[src/rtl/result_pipe_pkg.sv]
// Shared types and constants for the M/W result pipeline.
package result_pipe_pkg;

  localparam int DATA_W = 32;

  typedef enum logic [1:0] {
    LS_BYTE = 2'd0,
    LS_HALF = 2'd1,
    LS_WORD = 2'd2
  } load_size_e;

  typedef struct packed {
    logic              valid;
    logic [4:0]        dest;
    logic [DATA_W-1:0] value;
    logic              is_load;
    load_size_e        size;
    logic              is_signed;
    logic [1:0]        addr_low;
    logic              done;
  } m_stage_t;

  typedef struct packed {
    logic              valid;
    logic [4:0]        dest;
    logic [DATA_W-1:0] value;
  } w_stage_t;

endpackage

[src/rtl/result_pipe_load_align.sv]
// Combinational load-lane select plus sign/zero extension.
module load_align
  import result_pipe_pkg::*;
(
  input  logic [DATA_W-1:0] word,
  input  load_size_e        size,
  input  logic              is_signed,
  input  logic [1:0]        addr_low,
  output logic [DATA_W-1:0] value
);

  logic [7:0]  byte_lane;
  logic [15:0] half_lane;

  // Pick the byte/half lane addressed by the low address bits.
  always_comb begin
    // NOTE: every always_comb output gets a default first so no latch can be inferred.
    byte_lane = word[7:0];
    case (addr_low)
      2'd1:    byte_lane = word[15:8];
      2'd2:    byte_lane = word[23:16];
      2'd3:    byte_lane = word[31:24];
      default: byte_lane = word[7:0];
    endcase
    half_lane = addr_low[1] ? word[31:16] : word[15:0];
  end

  // Extend the selected lane; word loads pass straight through.
  always_comb begin
    value = word;
    case (size)
      LS_BYTE: value = {{24{is_signed & byte_lane[7]}}, byte_lane};
      LS_HALF: value = {{16{is_signed & half_lane[15]}}, half_lane};
      default: value = word;
    endcase
  end

endmodule

[src/rtl/result_pipe.sv]
// M and W result stages: registers ALU results, holds loads in M until the
// data memory responds, drives two forwarding sources and the RF write port.
// Optional feature: define RESULT_PIPE_PERF_EN to enable the load-wait
// cycle counter; otherwise load_wait_cycles is tied to zero.
module result_pipe
  import result_pipe_pkg::*;
#(
  parameter int PERF_W = 32
) (
  input  logic              clk,
  input  logic              resetn,
  input  logic              ex_valid,
  input  logic [4:0]        ex_dest,
  input  logic [DATA_W-1:0] ex_value,
  input  logic              ex_is_load,
  input  logic [1:0]        ex_load_size,
  input  logic              ex_load_signed,
  input  logic [1:0]        ex_addr_low,
  output logic              ex_ready,
  input  logic              mem_data_valid,
  input  logic [DATA_W-1:0] mem_data,
  input  logic              flush,
  output logic              src1_valid,
  output logic [4:0]        src1_reg,
  output logic [DATA_W-1:0] src1_value,
  output logic              src2_valid,
  output logic [4:0]        src2_reg,
  output logic [DATA_W-1:0] src2_value,
  output logic              wb_we,
  output logic [4:0]        wb_addr,
  output logic [DATA_W-1:0] wb_data,
  output logic [PERF_W-1:0] load_wait_cycles
);

  m_stage_t          m_q;
  w_stage_t          w_q;
  logic              discard_q;
  logic              load_resp;
  logic              m_done_now;
  logic              ex_take;
  logic              advance;
  logic              flush_set;
  logic [DATA_W-1:0] aligned;

  // A response belongs to the M load only when no flushed load is still owed one.
  assign load_resp  = m_q.valid & m_q.is_load & mem_data_valid & ~discard_q;
  assign m_done_now = m_q.valid & (m_q.done | load_resp);
  assign ex_ready   = ~m_q.valid | m_done_now;
  assign ex_take    = ex_valid & ex_ready & ~flush;
  assign advance    = m_done_now & ~flush;
  // Flushing a load that is still waiting leaves one response to swallow.
  assign flush_set  = flush & m_q.valid & m_q.is_load & ~m_q.done & ~load_resp;

  load_align u_load_align (
    .word      (mem_data),
    .size      (m_q.size),
    .is_signed (m_q.is_signed),
    .addr_low  (m_q.addr_low),
    .value     (aligned)
  );

  // M stage: capture an EX transfer, otherwise empty out once done or flushed.
  always_ff @(posedge clk or negedge resetn) begin
    // NOTE: sequential state uses non-blocking assignments so all registers update together.
    if (!resetn) begin
      m_q <= '0;
    end else if (ex_take) begin
      m_q <= '{valid:     1'b1,
               dest:      ex_dest,
               value:     ex_is_load ? '0 : ex_value,
               is_load:   ex_is_load,
               size:      load_size_e'(ex_load_size),
               is_signed: ex_load_signed,
               addr_low:  ex_addr_low,
               done:      ~ex_is_load};
    end else if (m_done_now | flush) begin
      m_q <= '0;
    end
  end

  // W stage: take the finished M entry, else go empty (dest 0, valid 0).
  always_ff @(posedge clk or negedge resetn) begin
    if (!resetn) begin
      w_q <= '0;
    end else if (advance) begin
      w_q <= '{valid: 1'b1,
               dest:  m_q.dest,
               value: m_q.is_load ? aligned : m_q.value};
    end else begin
      w_q <= '0;
    end
  end

  // Discard flag: set by flushing a waiting load, cleared by the next response.
  always_ff @(posedge clk or negedge resetn) begin
    if (!resetn) begin
      discard_q <= 1'b0;
    end else begin
      discard_q <= flush_set | (discard_q & ~mem_data_valid);
    end
  end

  // Empty stages hold all-zero contents, so outputs need no extra gating.
  assign src1_valid = m_q.valid & m_q.done;
  assign src1_reg   = m_q.dest;
  assign src1_value = m_q.value;
  assign src2_valid = w_q.valid;
  assign src2_reg   = w_q.dest;
  assign src2_value = w_q.value;
  assign wb_we      = w_q.valid & (w_q.dest != 5'd0);
  assign wb_addr    = w_q.dest;
  assign wb_data    = w_q.value;

`ifdef RESULT_PIPE_PERF_EN
  logic [PERF_W-1:0] perf_q;

  // Count cycles M holds an unfinished load, saturating at all-ones.
  always_ff @(posedge clk or negedge resetn) begin
    if (!resetn) begin
      perf_q <= '0;
    end else if (m_q.valid & m_q.is_load & ~m_q.done & ~(&perf_q)) begin
      perf_q <= perf_q + PERF_W'(1);
    end
  end

  assign load_wait_cycles = perf_q;
`else
  assign load_wait_cycles = '0;
`endif

endmodule

[config.mk]
export PLATFORM = sky130hd
export DESIGN_NAME = result_pipe
export DESIGN_NICKNAME = d
export VERILOG_FILES = /design/src/rtl/result_pipe_pkg.sv /design/src/rtl/result_pipe_load_align.sv /design/src/rtl/result_pipe.sv
export SDC_FILE = /design/constraint.sdc
export NUM_CORES = 1
export LEC_CHECK = 0
export ABC_CLOCK_PERIOD_IN_PS = 2100
export BUFFER_PORTS_ARGS = -buffer_cell sky130_fd_sc_hd__buf_2
export CAP_MARGIN = 20
export CORE_MARGIN = 8
export CORE_UTILIZATION = 42
export CTS_CLUSTER_DIAMETER = 120
export CTS_CLUSTER_SIZE = 16
export DETAILED_ROUTE_END_ITERATION = 8
export GPL_ROUTABILITY_DRIVEN = 1
export HOLD_SLACK_MARGIN = 0.06
export PLACE_DENSITY = 0.78
export RECOVER_POWER = 100
export SYNTH_ARGS = -nofsm -noshare
export SYNTH_HDL_FRONTEND = slang
export SYNTH_SLANG_ARGS = --single-unit
[constraint.sdc]
create_clock -name clk -period 2.1 [get_ports clk]
set_clock_uncertainty 0.15 [all_clocks]
set_input_delay 0.105 -clock clk [delete_from_list [all_inputs] [get_ports clk]]
set_output_delay 0.105 -clock clk [all_outputs]
set_load 0.03 [all_outputs]
==> impl_table.tex <==
\begin{tabular}{lr}
\hline
Metric & Value \\
\hline
\multicolumn{2}{l}{\textbf{Run status}} \\
Run status & completed \\
\multicolumn{2}{l}{\textbf{CTS}} \\
Max Root-Sink Buffers & 2 \\
Maximum level of the CTS H-tree & 3 \\
Clock tree from TritonCTS & yes \\
TritonCTS Sinks & 84 \\
Clock transition at the register clock pins on the worst setup and hold paths after CTS & 0.08 ns \\
Number of CTS-inserted buffers & 9 \\
Clk Latency, worst-skew pair & 0.36 ns \\
Library cell used as clock root buffer & clkbuf\_8 \\
\multicolumn{2}{l}{\textbf{STA}} \\
Transition time of the tightest slew-check pin & 0.997 ns \\
Portion of the clock cycle consumed by the worst path in the final layout & 96.3\% \\
Highest achievable clock rate & 495 MHz \\
Least setup slack across all paths after layout & 0.0781 ns \\
Setup repair after global routing missed its margin & no \\
Final critical-path required period & 2.02 ns \\
Rel. slew slack & 33.5\% \\
Final hold vios & 0 \\
Max Transition Viols Final & 0 \\
Final-layout worst hold slack & 0.125 ns \\
Final setup fails & 0 \\
\multicolumn{2}{l}{\textbf{Power}} \\
PwrDens & 623 nW/µm² \\
Net switching fraction of the power & 30.5\% \\
Static power due to leakage & 2.71 nW \\
Clk pwr share & 31.4\% \\
Comb pwr share & 21.3\% \\
Internal power contribution & 2.52 mW \\
NetSw & 1.10 mW \\
Total Power Consumption & 3.62 mW \\
Worst supply voltage drop on vdd & 0.260 mV \\
Register share of total power & 47.3\% \\
\multicolumn{2}{l}{\textbf{Route}} \\
Avg Vias per Cell & 4.99 \\
Remaining routing DRC violations & 0 \\
Total via count in the routed design & 3847 \\
Routed Wire Length & 14600 µm \\
Number of detailed-routing iterations run before antenna repair & 6 \\
Routed wire per std cell & 18.9 µm \\
Post-detailed-route count of antenna-violating nets & 0 \\
Number of DRC markers in iteration 0 & 240 \\
\multicolumn{2}{l}{\textbf{Finish}} \\
Ratio of cells with drive above 1 in the final layout & 20.5\% \\
Count of nets after finishing & 709 \\
Final cell count without fillers & 771 \\
Number of fill cells & 949 \\
Syn-to-layout area delta & 29.8\% \\
\multicolumn{2}{l}{\textbf{Critical path}} \\
Capturing element type of the critical path & flip-flop \\
Worst-path maximum fanout & 12 \\
Cell breakdown of the critical path & dlygate4sd3\_1 > buf\_2 > mux2\_1 > mux4\_2 > a21boi\_4 > clkbuf\_4 > a211oi\_1 \\
Kind of critical path & input port to flip-flop \\
Crit path max-delay family & buffers and inverters \\
Critical path arrival & 2.10 ns \\
CP startpoint kind & input port \\
CP max stage delay & 0.56 ns \\
Data required, critical path & 2.17 ns \\
Crit path max-delay cell type & dlygate4sd3\_1 \\
Number of buffer and inverter instances along the worst setup path & 3 \\
\multicolumn{2}{l}{\textbf{Die}} \\
Effective utilization at floorplan & 43.4\% \\
Y dimension of the die & 119 µm \\
Die extent in x & 119 µm \\
Row count & 37 \\
Total die area & 14200 µm² \\
Standard cell core area & 10300 µm² \\
Number of placed I/O pins & 227 \\
\multicolumn{2}{l}{\textbf{Global route}} \\
Overflow after GRT & 0 \\
Number of antenna violations at the first check in global routing & 1 \\
Pin count of the biggest net entering global routing & 48 \\
Vias in the first global route & 4232 \\
First-pass GRT wire length & 22700 µm \\
Total GRT Usage & 20.2\% \\
\multicolumn{2}{l}{\textbf{Synthesis}} \\
Cell Area, Synth & 4480 µm² \\
Mean area per synthesized cell & 10.4 µm² \\
Number of instances in the synthesized netlist & 431 \\
Number of distinct library cells after synthesis & 32 \\
Synth warn & 0 \\
Number of synthesized register bits & 84 \\
Sequential element share of the synthesized area & 47.0\% \\
\multicolumn{2}{l}{\textbf{Flow run}} \\
Max-capacitance violation count & 0 \\
\multicolumn{2}{l}{\textbf{Placed design}} \\
Placed Cells & 671 \\
Count of buffers inserted at the top-level ports & 194 \\
HPWL after detailed placement & 10200 µm \\
Routability congestion estimate from global placement & 0.831 \\
DP Worst Slack & -0.152 ns \\
\multicolumn{2}{l}{\textbf{Worst hold path}} \\
Hold Path Class & input port to flip-flop \\
\hline
\end{tabular}
-- cells in the mapped netlist --
cell type / instances / area [µm²]
nand3_1: 1 / 5.00
nand3b_1: 2 / 15.0
a21boi_4: 1 / 18.8
or4_1: 1 / 7.51
clkbuf_1: 15 / 56.3
nor2_1: 28 / 105
inv_1: 3 / 11.3
mux2i_1: 9 / 90.1
buf_4: 107 / 803
a21o_1: 2 / 15.0
mux4_2: 1 / 22.5
a31oi_1: 1 / 6.26
buf_2: 7 / 35.0
a311oi_1: 8 / 70.1
dfrtp_1: 84 / 2100
conb_1: 1 / 3.75
buf_1: 1 / 3.75
a21oi_1: 5 / 25.0
nand2b_1: 3 / 18.8
a211oi_1: 24 / 180
nor2b_1: 6 / 37.5
buf_6: 1 / 11.3
o21a_1: 1 / 7.51
a22o_2: 2 / 20.0
or2_2: 8 / 50.1
a22o_1: 43 / 377
a222oi_1: 1 / 10.0
mux2_2: 9 / 101
or2b_1: 1 / 7.51
o22ai_1: 8 / 50.1
and2_1: 13 / 81.3
nand2_1: 34 / 128
-- repair_timing --
action / in CTS / in global routing
hold buffers: 80 / 0
buffers inserted: 2 / 0
setup endpoints to repair: 59 / 30
cloned: 1 / 0
hold endpoints to repair: 160 / 0
gates resized for setup: 1 / 2
pin swaps: 1 / 0
-- routing by layer --
metal  wire [µm]  up-vias  global-route usage (%)
li1            -     1761                       -
met3        1060       43                    5.48
met5           0        -                       0
met4         575        0                    10.6
met2        7200      212                    33.8
met1        5760     1831                    23.3
-- final timing paths --
kind	startpoint	to	slack, ns	cells past startpoint
min in group asynchronous	resetn	src2_value[5]	0.27	2
min	mem_data[15]	src2_value[15]	0.12	3
max	mem_data[31]	src2_value[27]	0.08	7
max reg2reg	m_q[1]	src2_value[27]	0.08	5
min reg2reg	src1_reg[2]	src2_reg[2]	0.38	1
max in group asynchronous	resetn	src2_value[17]	0.73	3
-- cell usage in the layout, fill, tap and decap left out, types with 24 or more instances in the layout --
cell type,netlist,layout
clkbuf_1,15,116
dfrtp_1,84,84
dlygate4sd3_1,0,80
buf_2,7,79
a22o_1,43,43
nand2_1,34,33
conb_1,1,32
nor2_1,28,28
a211oi_1,24,24
-- worst reg2reg max path, cell delays in order (launching register included) --
cell and delay (ns):
dfrtp_1 0.42, mux2_2 0.36, mux4_2 0.49, a21boi_4 0.14
clkbuf_4 0.23, a211oi_1 0.10
-- logic make-up after synthesis --
group | synth area share (%)
DFF | 47.0
and+or+nand+nor | 10.2
AOI/OAI and AO/OA | 17.4
muxes | 4.78
other | 0.0838
buffers and inverters | 20.6
-- through the flow --
step | TNS [ns] | utilization [%] | area [µm²]
after global routing | 0 | 56.3 | 5810
after global placement | -0.0512 | 47.7 | 4930
after detailed placement | -5.92 | 47.7 | 4930
final | 0 | 56.3 | 5810
after floorplan | 0 | - | 4590
after CTS | 0 | 57.6 | 5940
-- power by group through the flow --
stage	registers [mW]	clock network, mW	logic, mW
after floorplan	1.73	0	0.497
after global placement	1.74	0	0.623
after detailed placement	1.74	0	0.637
after CTS	1.71	1.16	0.773
after global routing	1.72	1.22	0.827
final	1.71	1.13	0.772
-- final cells by class --
class                   count  area [µm²]  share of cell area [%]
well taps                 136         170                    2.93
flip-flops and latches     84        2100                    36.2
clock inverters             4        50.0                   0.862
diodes                      1        2.50                  0.0431
multi-input cells         245        1600                    27.6
clock buffers              12         135                    2.33
repair buffers            286        1740                    29.9
inverters                   3        11.3                   0.194
Note: power is estimated with default switching activity, not from simulation.
